<file path="src/rtl/dm_pkg.sv">
// Shared constants, entry layout and byte-enable helper for the data-memory store buffer.
package dm_pkg;

  localparam logic [2:0] DM_WORD = 3'd0;
  localparam logic [2:0] DM_HALF = 3'd1;
  localparam logic [2:0] DM_BYTE = 3'd2;

  typedef struct packed {
    logic [29:0] word_addr;
    logic [31:0] data;
    logic [3:0]  be;
    logic [31:0] pc;
  } sb_entry_t;

  // Unknown access types fall back to a full-word mask.
  function automatic logic [3:0] dm_be_gen(input logic [1:0] addr_lo, input logic [2:0] acc_type);
    case (acc_type)
      DM_BYTE: dm_be_gen = 4'b0001 << addr_lo;
      DM_HALF: dm_be_gen = addr_lo[1] ? 4'b1100 : 4'b0011;
      default: dm_be_gen = 4'b1111;
    endcase
  endfunction

endpackage

</file>
<file path="src/rtl/sb_lane_align.sv">
// Moves right-aligned store data into its memory byte lanes and flags misaligned accesses.
module sb_lane_align
  import dm_pkg::*;
(
  input  logic [1:0]  addr_lo,
  input  logic [2:0]  acc_type,
  input  logic [31:0] wdata,
  output logic [3:0]  be,
  output logic [31:0] lane_data,
  output logic        misalign
);

  always_comb begin
    be        = dm_be_gen(addr_lo, acc_type);
    lane_data = wdata;
    misalign  = 1'b0;
    case (acc_type)
      DM_BYTE: begin
        lane_data = {24'b0, wdata[7:0]} << {addr_lo, 3'b000};
      end
      DM_HALF: begin
        lane_data = addr_lo[1] ? {wdata[15:0], 16'b0} : {16'b0, wdata[15:0]};
        misalign  = addr_lo[0];
      end
      default: begin
        lane_data = wdata;
        misalign  = (addr_lo != 2'b00);
      end
    endcase
  end

endmodule

</file>
<file path="src/rtl/dm_store_buffer.sv">
// In-order store buffer in front of the data-memory write port, with load lookup.
// Define DM_SB_FORWARD_EN to forward fully covered loads; otherwise any match stalls.
module dm_store_buffer
  import dm_pkg::*;
#(
  parameter int DEPTH = 4
) (
  input  logic        clk,
  input  logic        reset,
  input  logic        st_valid,
  output logic        st_ready,
  input  logic [31:0] st_addr,
  input  logic [31:0] st_wdata,
  input  logic [2:0]  st_type,
  input  logic [31:0] st_pc,
  output logic        st_misalign,
  input  logic        ld_valid,
  input  logic [31:0] ld_addr,
  input  logic [2:0]  ld_type,
  output logic        ld_hit,
  output logic [31:0] ld_data,
  output logic        ld_stall,
  output logic        dm_we,
  input  logic        dm_ready,
  output logic [31:0] dm_addr,
  output logic [31:0] dm_wdata,
  output logic [3:0]  dm_be,
  output logic [31:0] dm_pc,
  output logic        empty
);

  localparam int PW = $clog2(DEPTH);
  localparam int CW = PW + 1;

  sb_entry_t     mem [DEPTH];
  sb_entry_t     head_entry;
  logic [PW-1:0] head, tail, idx;
  logic [CW-1:0] count;
  logic [3:0]    st_be, req_be;
  logic [31:0]   st_lane;
  logic          st_mis, push, pop, match;

  sb_lane_align u_st_align (
    .addr_lo   (st_addr[1:0]),
    .acc_type  (st_type),
    .wdata     (st_wdata),
    .be        (st_be),
    .lane_data (st_lane),
    .misalign  (st_mis)
  );

  assign st_ready = (count != CW'(DEPTH));
  assign empty    = (count == '0);
  assign dm_we    = !empty;
  assign push     = st_valid && st_ready && !st_mis;
  assign pop      = dm_we && dm_ready;
  assign req_be   = dm_be_gen(ld_addr[1:0], ld_type);

  // Gating on dm_we keeps stale slot contents off the port while empty or in reset.
  assign head_entry = mem[head];
  assign dm_addr    = dm_we ? {head_entry.word_addr, 2'b00} : '0;
  assign dm_wdata   = dm_we ? head_entry.data : '0;
  assign dm_be      = dm_we ? head_entry.be : '0;
  assign dm_pc      = dm_we ? head_entry.pc : '0;

  always_ff @(posedge clk or negedge reset) begin
    if (!reset) begin
      head        <= '0;
      tail        <= '0;
      count       <= '0;
      st_misalign <= 1'b0;
    end else begin
      if (push) tail <= tail + PW'(1);
      if (pop)  head <= head + PW'(1);
      case ({push, pop})
        2'b10:   count <= count + CW'(1);
        2'b01:   count <= count - CW'(1);
        default: ;
      endcase
      st_misalign <= st_valid && st_ready && st_mis;
    end
  end

  always_ff @(posedge clk) begin
    if (push) mem[tail] <= '{word_addr: st_addr[31:2], data: st_lane, be: st_be, pc: st_pc};
  end

`ifdef DM_SB_FORWARD_EN
  logic [3:0]  match_be;
  logic [31:0] match_data;

  // Walk oldest to youngest so the last overlapping entry wins.
  always_comb begin
    match      = 1'b0;
    match_be   = '0;
    match_data = '0;
    idx        = '0;
    for (int i = 0; i < DEPTH; i++) begin
      idx = head + PW'(i);
      if ((CW'(i) < count) && (mem[idx].word_addr == ld_addr[31:2]) &&
          ((mem[idx].be & req_be) != 4'b0000)) begin
        match      = 1'b1;
        match_be   = mem[idx].be;
        match_data = mem[idx].data;
      end
    end
  end

  assign ld_hit   = ld_valid && match && ((match_be & req_be) == req_be);
  assign ld_stall = ld_valid && match && ((match_be & req_be) != req_be);
  assign ld_data  = ld_hit ? match_data : '0;
`else
  always_comb begin
    match = 1'b0;
    idx   = '0;
    for (int i = 0; i < DEPTH; i++) begin
      idx = head + PW'(i);
      if ((CW'(i) < count) && (mem[idx].word_addr == ld_addr[31:2]) &&
          ((mem[idx].be & req_be) != 4'b0000)) begin
        match = 1'b1;
      end
    end
  end

  assign ld_hit   = 1'b0;
  assign ld_stall = ld_valid && match;
  assign ld_data  = '0;
`endif

endmodule
</file>
<file path="config.mk">
export PLATFORM = sky130hd
export DESIGN_NAME = dm_store_buffer
export DESIGN_NICKNAME = d
export VERILOG_FILES = /design/src/rtl/dm_pkg.sv /design/src/rtl/sb_lane_align.sv /design/src/rtl/dm_store_buffer.sv
export SDC_FILE = /design/constraint.sdc
export NUM_CORES = 1
export LEC_CHECK = 0
export CAP_MARGIN = 20
export CORE_MARGIN = 4
export CORE_UTILIZATION = 45
export DETAILED_ROUTE_END_ITERATION = 10
export DONT_BUFFER_PORTS = 1
export SKIP_CTS_REPAIR_TIMING = 1
export SYNTH_ARGS = -nofsm -noshare
export SYNTH_HDL_FRONTEND = slang
export SYNTH_SLANG_ARGS = --single-unit
</file>
<file path="constraint.sdc">
create_clock -name clk -period 5.4 [get_ports clk]
set_input_delay 1.08 -clock clk [delete_from_list [all_inputs] [get_ports clk]]
set_output_delay 1.08 -clock clk [all_outputs]
set_load 0.03 [all_outputs]
</file>
Word level (Yosys, flattened, before mapping)
Memories as Yosys holds them, arrays and structs flattened. Index checks and enable logic that the tools add are counted.

Add/subtract/negate cells: 6. Equal/unequal tests: 11. Reduce and logical (&&, ||, !) cells: 22. Shifts and indexed selects: 3. Mux-type cells: 18. Bitwise operators: 4. $lt $le $gt $ge: 4.

Operator list (number): two-way mux 32 bit (4); == test 30 bit (4); one-hot mux 32 bit (2 select lines) (1); << shifter 8 x 5 -> 32 bit (1); AND 4 bit (4); one-hot mux 4 bit (2 select lines) (2); nonzero test 4 bit (4); logical AND 1 bit (13); two-way mux 4 bit (3); << shifter 1 x 2 -> 4 bit (first input constant) (2); == test 3 x 1 -> 1 bit (second input constant) (2); == test 3 x 2 -> 1 bit (second input constant) (2); < comparator 1 x 3 -> 1 bit (first input constant) (2); < comparator 2 x 3 -> 1 bit (first input constant) (2); two-way mux 1 bit (6); one-hot mux 3 bit (2 select lines) (1); adder 2 x 1 -> 2 bit (second input constant) (2); adder 2 bit (second input constant) (2); nonzero test 2 bit (2); adder 3 x 1 -> 3 bit (second input constant) (1); logical NOT 3 bit (1); != test 3 bit (second input constant) (1); subtractor 3 x 1 -> 3 bit (second input constant) (1); == test 2 x 1 -> 1 bit (second input constant) (1); 3 further kinds (4).

Memories: 1. Logic and storage cells: 73. Input port bits: 139. Memory bits (writable): 392. Register bits after elaboration: 8. Output and inout port bits: 138.

Memories: mem (words 4, bits a word 98, rd ports 4, clocked after Yosys merged registers in 0, write ports 1, RTL line dm_store_buffer.sv:35) `sb_entry_t mem [DEPTH];`.

Longest topological paths before layout
Gate-level depths: netlist of run 1.

Word-level depth: 10. Depth in mapped cells: 12. Gate-level depth less buffers: 8.

Hierarchy
From an unflattened synthesis of run 1, not the netlist that was laid out.

Cell total of the unflattened synthesis: 1329. Area total of the unflattened synthesis: 20253.2 µm².

By module, submodules not included: dm_store_buffer (cells each 1259, area each 19688.9 µm², seq. area each 11971.5 µm², times used 1); sb_lane_align (cells each 70, area each 564.3 µm², seq. area each 0.0 µm², times used 1).

Worst setup path before layout of run 1
OpenSTA, ideal clock, no wires.

Kind: in2reg. Start point: input st_type[0]. End point: memory mem[0][0] in the netlist's numbering, enable pin. Setup slack: -1.079 ns. Data arrival time: 5.923 ns. Library setup time: 0.556 ns. Stages: 5. Buffers on the path: 0. Cell sequence: nor2b_1 a21boi_0 o2bb2ai_1 nand3_1 nor2_1.

Cells in the longest elaborated chain, start to end: 6. Elaborated cells between the ends (all ways): 7.

RTL lines: start: declaration (RTL line dm_store_buffer.sv:14) `input logic [2:0] st_type,`; == test 3 x 1 -> 1 bit or == test 3 x 2 -> 1 bit (tied branches) (RTL line sb_lane_align.sv:17) `case (acc_type)`; one-hot mux 1 bit (2 select lines) * (RTL line sb_lane_align.sv:17); logical NOT 1 bit * (RTL line dm_store_buffer.sv:55) `assign push = st_valid && st_ready && !st_mis;`; logical AND 1 bit * (RTL line dm_store_buffer.sv:55); two-way mux 1 bit * (RTL line dm_store_buffer.sv:85) `if (push) mem[tail] <= '{word_addr: st_addr[31:2], data: st_lane, be: st_be, pc: st_pc};`; two-way mux 1 bit (not written as such) * (RTL line dm_store_buffer.sv:85); end: declaration (RTL line dm_store_buffer.sv:35).

Every way passes the cells marked *; elsewhere a longest branch is shown, timed or not.

Final worst setup path of run 1
Start point: register head[1]. End point: output ld_stall.

Cells in the longest elaborated chain, start to end: 9. Elaborated cells between the ends (all ways): 29.

RTL lines: start: declaration (RTL line dm_store_buffer.sv:37) `logic [PW-1:0] head, tail, idx;`; start signal: assignment (RTL line dm_store_buffer.sv:74) `if (pop) head <= head + PW'(1);`; adder 2 x 1 -> 2 bit or memory read (4 x 98 bit) (tied branches); memory read (4 x 98 bit) *; == test 30 bit (tied with other cells) (RTL line dm_store_buffer.sv:118) `if ((CW'(i) < count) && (mem[idx].word_addr == ld_addr[31:2]) &&`; logical AND 1 bit or nonzero test 4 bit (tied branches) (RTL line dm_store_buffer.sv:118, dm_store_buffer.sv:119); logical AND 1 bit or two-way mux 1 bit (tied branches) (RTL line dm_store_buffer.sv:118); two-way mux 1 bit (2 in series) (RTL line dm_store_buffer.sv:118); two-way mux 1 bit * (RTL line dm_store_buffer.sv:118); logical AND 1 bit * (RTL line dm_store_buffer.sv:126) `assign ld_stall = ld_valid && match;`; end: declaration (RTL line dm_store_buffer.sv:22) `output logic ld_stall,`.

Marks and branches as above.

==> out/metrics.cfg, run 1 <==
[place]
pre_cts_ws_ns=0.746
hpwl_um=39200
port_buffers=0
gp_congestion=0.960

[yosys]
yosys_register_bits=400
avgSynthCellArea_um2=15.4
postSynthCellCount=1329
ys_seq_area_frac=0.585
synth_cell_type_count=74
synth_flop_cell=edfxtp_1
netlist_area_mm2=0.0205
async_reset_ff_frac=0.0200
yosysWarnings=0
synth_edf_count=392

[final_layout]
syn_to_final_growth_pct=8.58
antenna_cells=0
fillers=3770
drive_gt1_frac=0.189
fin_nets=1469

[power_and_ir_drop]
vdd_ir_drop_max_mv=0.305
power_leakage_uw=0.00744
power.density_mw_per_mm2=559

[timing]
min_period_ns=5.20
max_freq_mhz=192
setup_viol=0
hold_slack_ns=0.208
slew_headroom=0.383
tightest_slew_ns=0.925
fin_ws_ns=0.202
rsz0062_at_grt=false
hold_violations=0
fin_crit_sh=0.963
timing.final.max_slew_violations=0
skew_ns=0.00909

[cts]
clock_sinks=400
cts_tree=yes
cts.clk_slew.worst_paths_ns=0.06
clk_path_buf_depth=3
clk_latency_ns=0.56
root_buffer=clkbuf_16
cts_buffers=43
h-tree-depth=2

[worst_setup_path]
cp-start-kind=register
critPathBufInv=2
end_kind=output port
worstPathCellList=buf_4 -> mux4_2 -> xor2_1 -> nor4_2 -> o211ai_1 -> nor4_1 -> a22oi_1 -> o221ai_1 -> buf_4
path_delay_family=flip-flops
worstSetupPathType=register to output port
path_max_fanout=59
arrival_ns=4.12
crit_path_frequent_cell=buf_4
cp.required_ns=4.32
slowest_delay_ns=0.97
slowest_stage=dfrtp_4

[floorplanning]
core_area_mm2=0.0446
dieArea_mm2=0.0489
die_w_um=221
num_rows=77
pin_count=277
die_y_um=221
start_util=0.458

[routing]
viasPerCell=6.07
wl_per_cell_um=28.5
drt_pass1_iterations=9
wl_um=55400
num_vias=11799
drtIter0Drc=1144
post-route-drc-count=0
ant_nets=0

[global_route]
grt_pass1_vias=11987
grt_overflow=0
grt_usage=0.221
grt_max_degree=60
grt_pass1_wl_um=81800
antenna_found_initial=1

[flow_run]
cap_violations=0

[status]
outcome=finished, final reports clean

[min_path]
hp-class=primary input to asynchronous set/reset pin

metrics by stage:
step	util	cells	cell area [µm²]	setup TNS, ns	power, µW
CTS	0.498	1944	22200	0	12600
finish	0.498	1945	22200	0	12400
global placement	0.467	1868	20800	0	9670
global route	0.498	1945	22200	0	13000
floorplan	-	1363	20600	-422.83	8630
detailed placement	0.467	1868	20800	0	9680
synthesized netlist by cell type, drive strengths merged, types with 7 or more instances:
library cell	number	area share
nor3	7	0.0017
mux4	115	0.13
nor2	47	0.0086
a211oi	8	0.0029
mux2i	106	0.054
ha	8	0.0049
edfxtp	392	0.58
buf	83	0.033
a222oi	9	0.0044
xnor2	55	0.024
a21oi	28	0.0069
and2	89	0.027
and3	10	0.0031
o21ai	22	0.0054
nand2	55	0.010
nand4	14	0.0043
nor2b	12	0.0037
o22ai	12	0.0037
xor2	27	0.012
o221ai	8	0.0034
clkbuf	33	0.0065
inv	36	0.0066
dfrtp	8	0.0098
mux2	30	0.017
nor4	14	0.0049
a22o	16	0.0069
a221oi	7	0.0030
registers in the layout (all words and copies together), names as in the netlist:
name,flops
count,3
head,2
mem,392
tail,2
st_misalign,1
routing by layer:
| layer | wire, µm | track usage | part of all wire | up-vias |
|---|---|---|---|---|
| met4 | 1610 | 0.0664 | 0.029 | 2 |
| li1 | - | - | - | 5145 |
| met2 | 26400 | 0.356 | 0.48 | 507 |
| met1 | 21900 | 0.284 | 0.39 | 6037 |
| met3 | 5530 | 0.0811 | 0.10 | 108 |
| met5 | 13 | 0 | 0.00023 | - |
cell usage in the layout (no fill, tap or decap), types with 27 or more instances in the layout:
cell type	n
and2_1	89
xnor2_1	55
mux2_2	29
inv_1	35
nand2_1	55
conb_1	35
edfxtp_1	392
xor2_1	27
nor2_1	43
mux2i_1	101
a21oi_1	28
mux4_2	112
clkbuf_16	43
worst register-to-register path, stage by stage, from the launching register on:
cell and delay [ns]:
dfrtp_1 0.53, inv_1 0.12, ha_1 0.24, nand2_1 0.36, nand3_1 0.53, nor2_4 0.64, buf_4 0.48
final cells by class:
type / count / area [µm²] / area share
Clock buffer: 46 / 1090 / 0.0490
Clock inverter: 30 / 267 / 0.0120
Inverter: 37 / 139 / 0.00625
Multi-Input combinational cell: 809 / 7680 / 0.346
Sequential cell: 400 / 12000 / 0.539
Tap cell: 592 / 741 / 0.0334
Timing Repair Buffer: 31 / 312 / 0.0140
kinds of logic (layout without fill, tap and decap cells):
| family | Yosys count | after routing | share of synthesized area |
|---|---|---|---|
| adder cells (fa/ha/maj) | 8 | 8 | 0.00489 |
| XOR/XNOR | 82 | 82 | 0.0351 |
| buffers and inverters | 154 | 144 | 0.0470 |
| flip-flops | 400 | 400 | 0.585 |
| AO/OA/AOI/OAI | 160 | 160 | 0.0579 |
| other | 1 | 35 | 0.000183 |
| AND/OR/NAND/NOR | 273 | 273 | 0.0719 |
| multiplexers | 251 | 251 | 0.198 |
where the power goes:
part / leakage (µW) / switching, µW / internal [µW] / total (µW)
Sequential: 0.00364 / 254 / 3720 / 3980
Clock: 0.000653 / 1190 / 1650 / 2840
Combinational: 0.00315 / 3620 / 1990 / 5610
path summary, 6_finish.rpt:
path / end / slack, ns / startpoint / depth (start not counted)
hold reg to reg: tail[0] / 0.54 / tail[0] / 1
setup / recovery: ld_stall / 0.20 / head[1] / 9
max in group asynchronous: head[1] / 5.11 / reset / 0
hold / removal: head[0] / 0.21 / reset / 0
setup reg to reg: mem[3][11] / 2.15 / count[1] / 6
min in group clk: tail[0] / 0.54 / tail[0] / 1
No activity file was read; power rests on OpenSTA's default activity.
==> run 2, diff against run 1 <==
- REMOVE_ABC_BUFFERS: not set -> 1
==> run 2 against run 1 <==
Net effect: die area unchanged; via count increased by 0.41%; combinational power increased by 3%; total power increased by 2.2%; sequential share of layout area decreased by 0.90 points; critical path depth unchanged; clock power increased by 4%; non-clock buffer count increased by 20; largest cell class unchanged.
==> out/metrics.cfg, run 2 (synthesis results as in run 1) <==
[status]
outcome=finished, final reports clean

[worst_setup_path]
end_kind=output port
worstRegToRegCells=6
path_max_fanout=31
reg2reg_slack_ns=2.23
arrival_ns=4.04
cp-start-kind=register
cp.required_ns=4.32
r2r-start=count[1]
worstSetupPathType=register to output port
r2r_end=mem[3][82]

[global_route]
grt_usage=0.221
grt_pass1_vias=12048
grt_overflow=0
grt_pass1_wl_um=81900
antenna_found_initial=0
grt_max_degree=65

[power_and_ir_drop]
vdd_ir_drop_max_mv=0.338
swShare=0.401
power.density_mw_per_mm2=562
p_seq_frac=0.312
p_clk_frac=0.232
intPower_uw=7600
p_switching_uw=5100
combPwrFrac=0.456
power_leakage_uw=0.00763

[routing]
drt_pass1_iterations=7
num_vias=11847
wl_per_cell_um=28.4
wl_um=55800
ant_nets=0
drtIter0Drc=1116
viasPerCell=6.02
post-route-drc-count=0

[floorplanning]
die_y_um=221
pin_count=277
core_area_mm2=0.0446
die_w_um=221
num_rows=77
start_util=0.458
dieArea_mm2=0.0489

[final_layout]
syn_to_final_growth_pct=10.4
largest_reg_flops=392
design_area_mm2=0.0226
fillers=3738
antenna_cells=0
final-seq-area_mm2=0.0120
drive_gt1_frac=0.200
final_common_cell=edfxtp_1
multi_input_area_mm2=0.00769
layout_common_cells=edfxtp_1 (392), mux4_2 (112), mux2i_1 (101)
reg_top3=mem x392, count x3
largest_register=mem
fin_nets=1490

[timing]
max_freq_mhz=195
timing.final.max_slew_violations=0
min_period_ns=5.12
hold_violations=0
hold_slack_ns=0.208
fin_crit_sh=0.948
setup_viol=0
tightest_slew_ns=1.01
rsz0062_at_grt=false
slew_headroom=0.326
fin_tns_setup_ns=0
skew_ns=0.0233

[cts]
clk_path_buf_depth=3
h-tree-depth=2
cts_tree=yes
root_buffer=clkbuf_16
clock_sinks=400
cts_buffers=44
clk_latency_ns=0.58
cts.clk_slew.worst_paths_ns=0.06

[place]
port_buffers=0
hpwl_um=40000
gp_congestion=0.984
placed_cell_area_mm2=0.0211

[flow_run]
cap_violations=0

[min_path]
hp-class=primary input to asynchronous set/reset pin

[run 2: changes by cell type in the layout (fill, tap and decap cells not counted), sizes merged]
| cell | change |
|---|---|
| buf | +20 |
| bufinv | +1 |
| clkbuf | +7 |
| clkinv | -2 |
| clkinvlp | -3 |
| inv | -1 |
[run 2: cell type report]
type,count,share of cell area
multi-input cells,809,0.341
inverters,37,0.00615
well taps,592,0.0328
clock inverters,25,0.0125
flip-flops and latches,400,0.530
clock buffers,53,0.0507
repair buffers,51,0.0269
[run 2: layer usage]
metal,vias up,global-route usage,share of wire
met5,-,0,0
met4,0,0.0481,0.020
met3,71,0.0810,0.094
met2,446,0.366,0.49
met1,6147,0.281,0.39
li1,5183,-,-
[run 2: how the worst max path moves through the flow]
stage | to | slack (ns) | from | cells after the start
2_1_floorplan | ld_stall | -5.31 | head[0] | 7
3_3_place_gp | ld_stall | 0.80 | head[1] | 8
3_5_place_dp | ld_stall | 0.83 | head[1] | 8
4_1_cts | ld_stall | 0.18 | head[1] | 8
5_1_grt | ld_stall | 0.03 | head[0] | 10
6_report | ld_stall | 0.28 | head[0] | 9
[run 2: power by group through the flow]
stage                     Sequential, µW  Clock [µW]  Combinational, µW
after floorplan                     4330           0               4230
after global placement              4040           0               5790
after detailed placement            4050           0               5780
after CTS                           3990        3010               5800
after global routing                3990        3150               6130
final                               3950        2950               5790
[run 2: worst max-delay path, cell delays in order, from the launching register on]
cell and delay [ns]:
dfrtp_4 0.80, buf_12 0.29, mux4_2 0.56, xnor2_1 0.15, nor4_2 0.49, o211ai_1 0.21, nor4_1 0.24, a22oi_1 0.17
o221ai_1 0.31, buf_4 0.23
[run 2: through the flow]
| step | utilization | power [µW] | setup WS (ns) | cells |
|---|---|---|---|---|
| 2_1_floorplan | - | 8570 | -5.31 | 1246 |
| 3_3_place_gp | 0.474 | 9830 | 0.801 | 1887 |
| 3_5_place_dp | 0.474 | 9840 | 0.828 | 1888 |
| 4_1_cts | 0.506 | 12800 | 0.183 | 1966 |
| 5_1_grt | 0.506 | 13300 | 0.0331 | 1967 |
| 6_report | 0.506 | 12700 | 0.279 | 1967 |
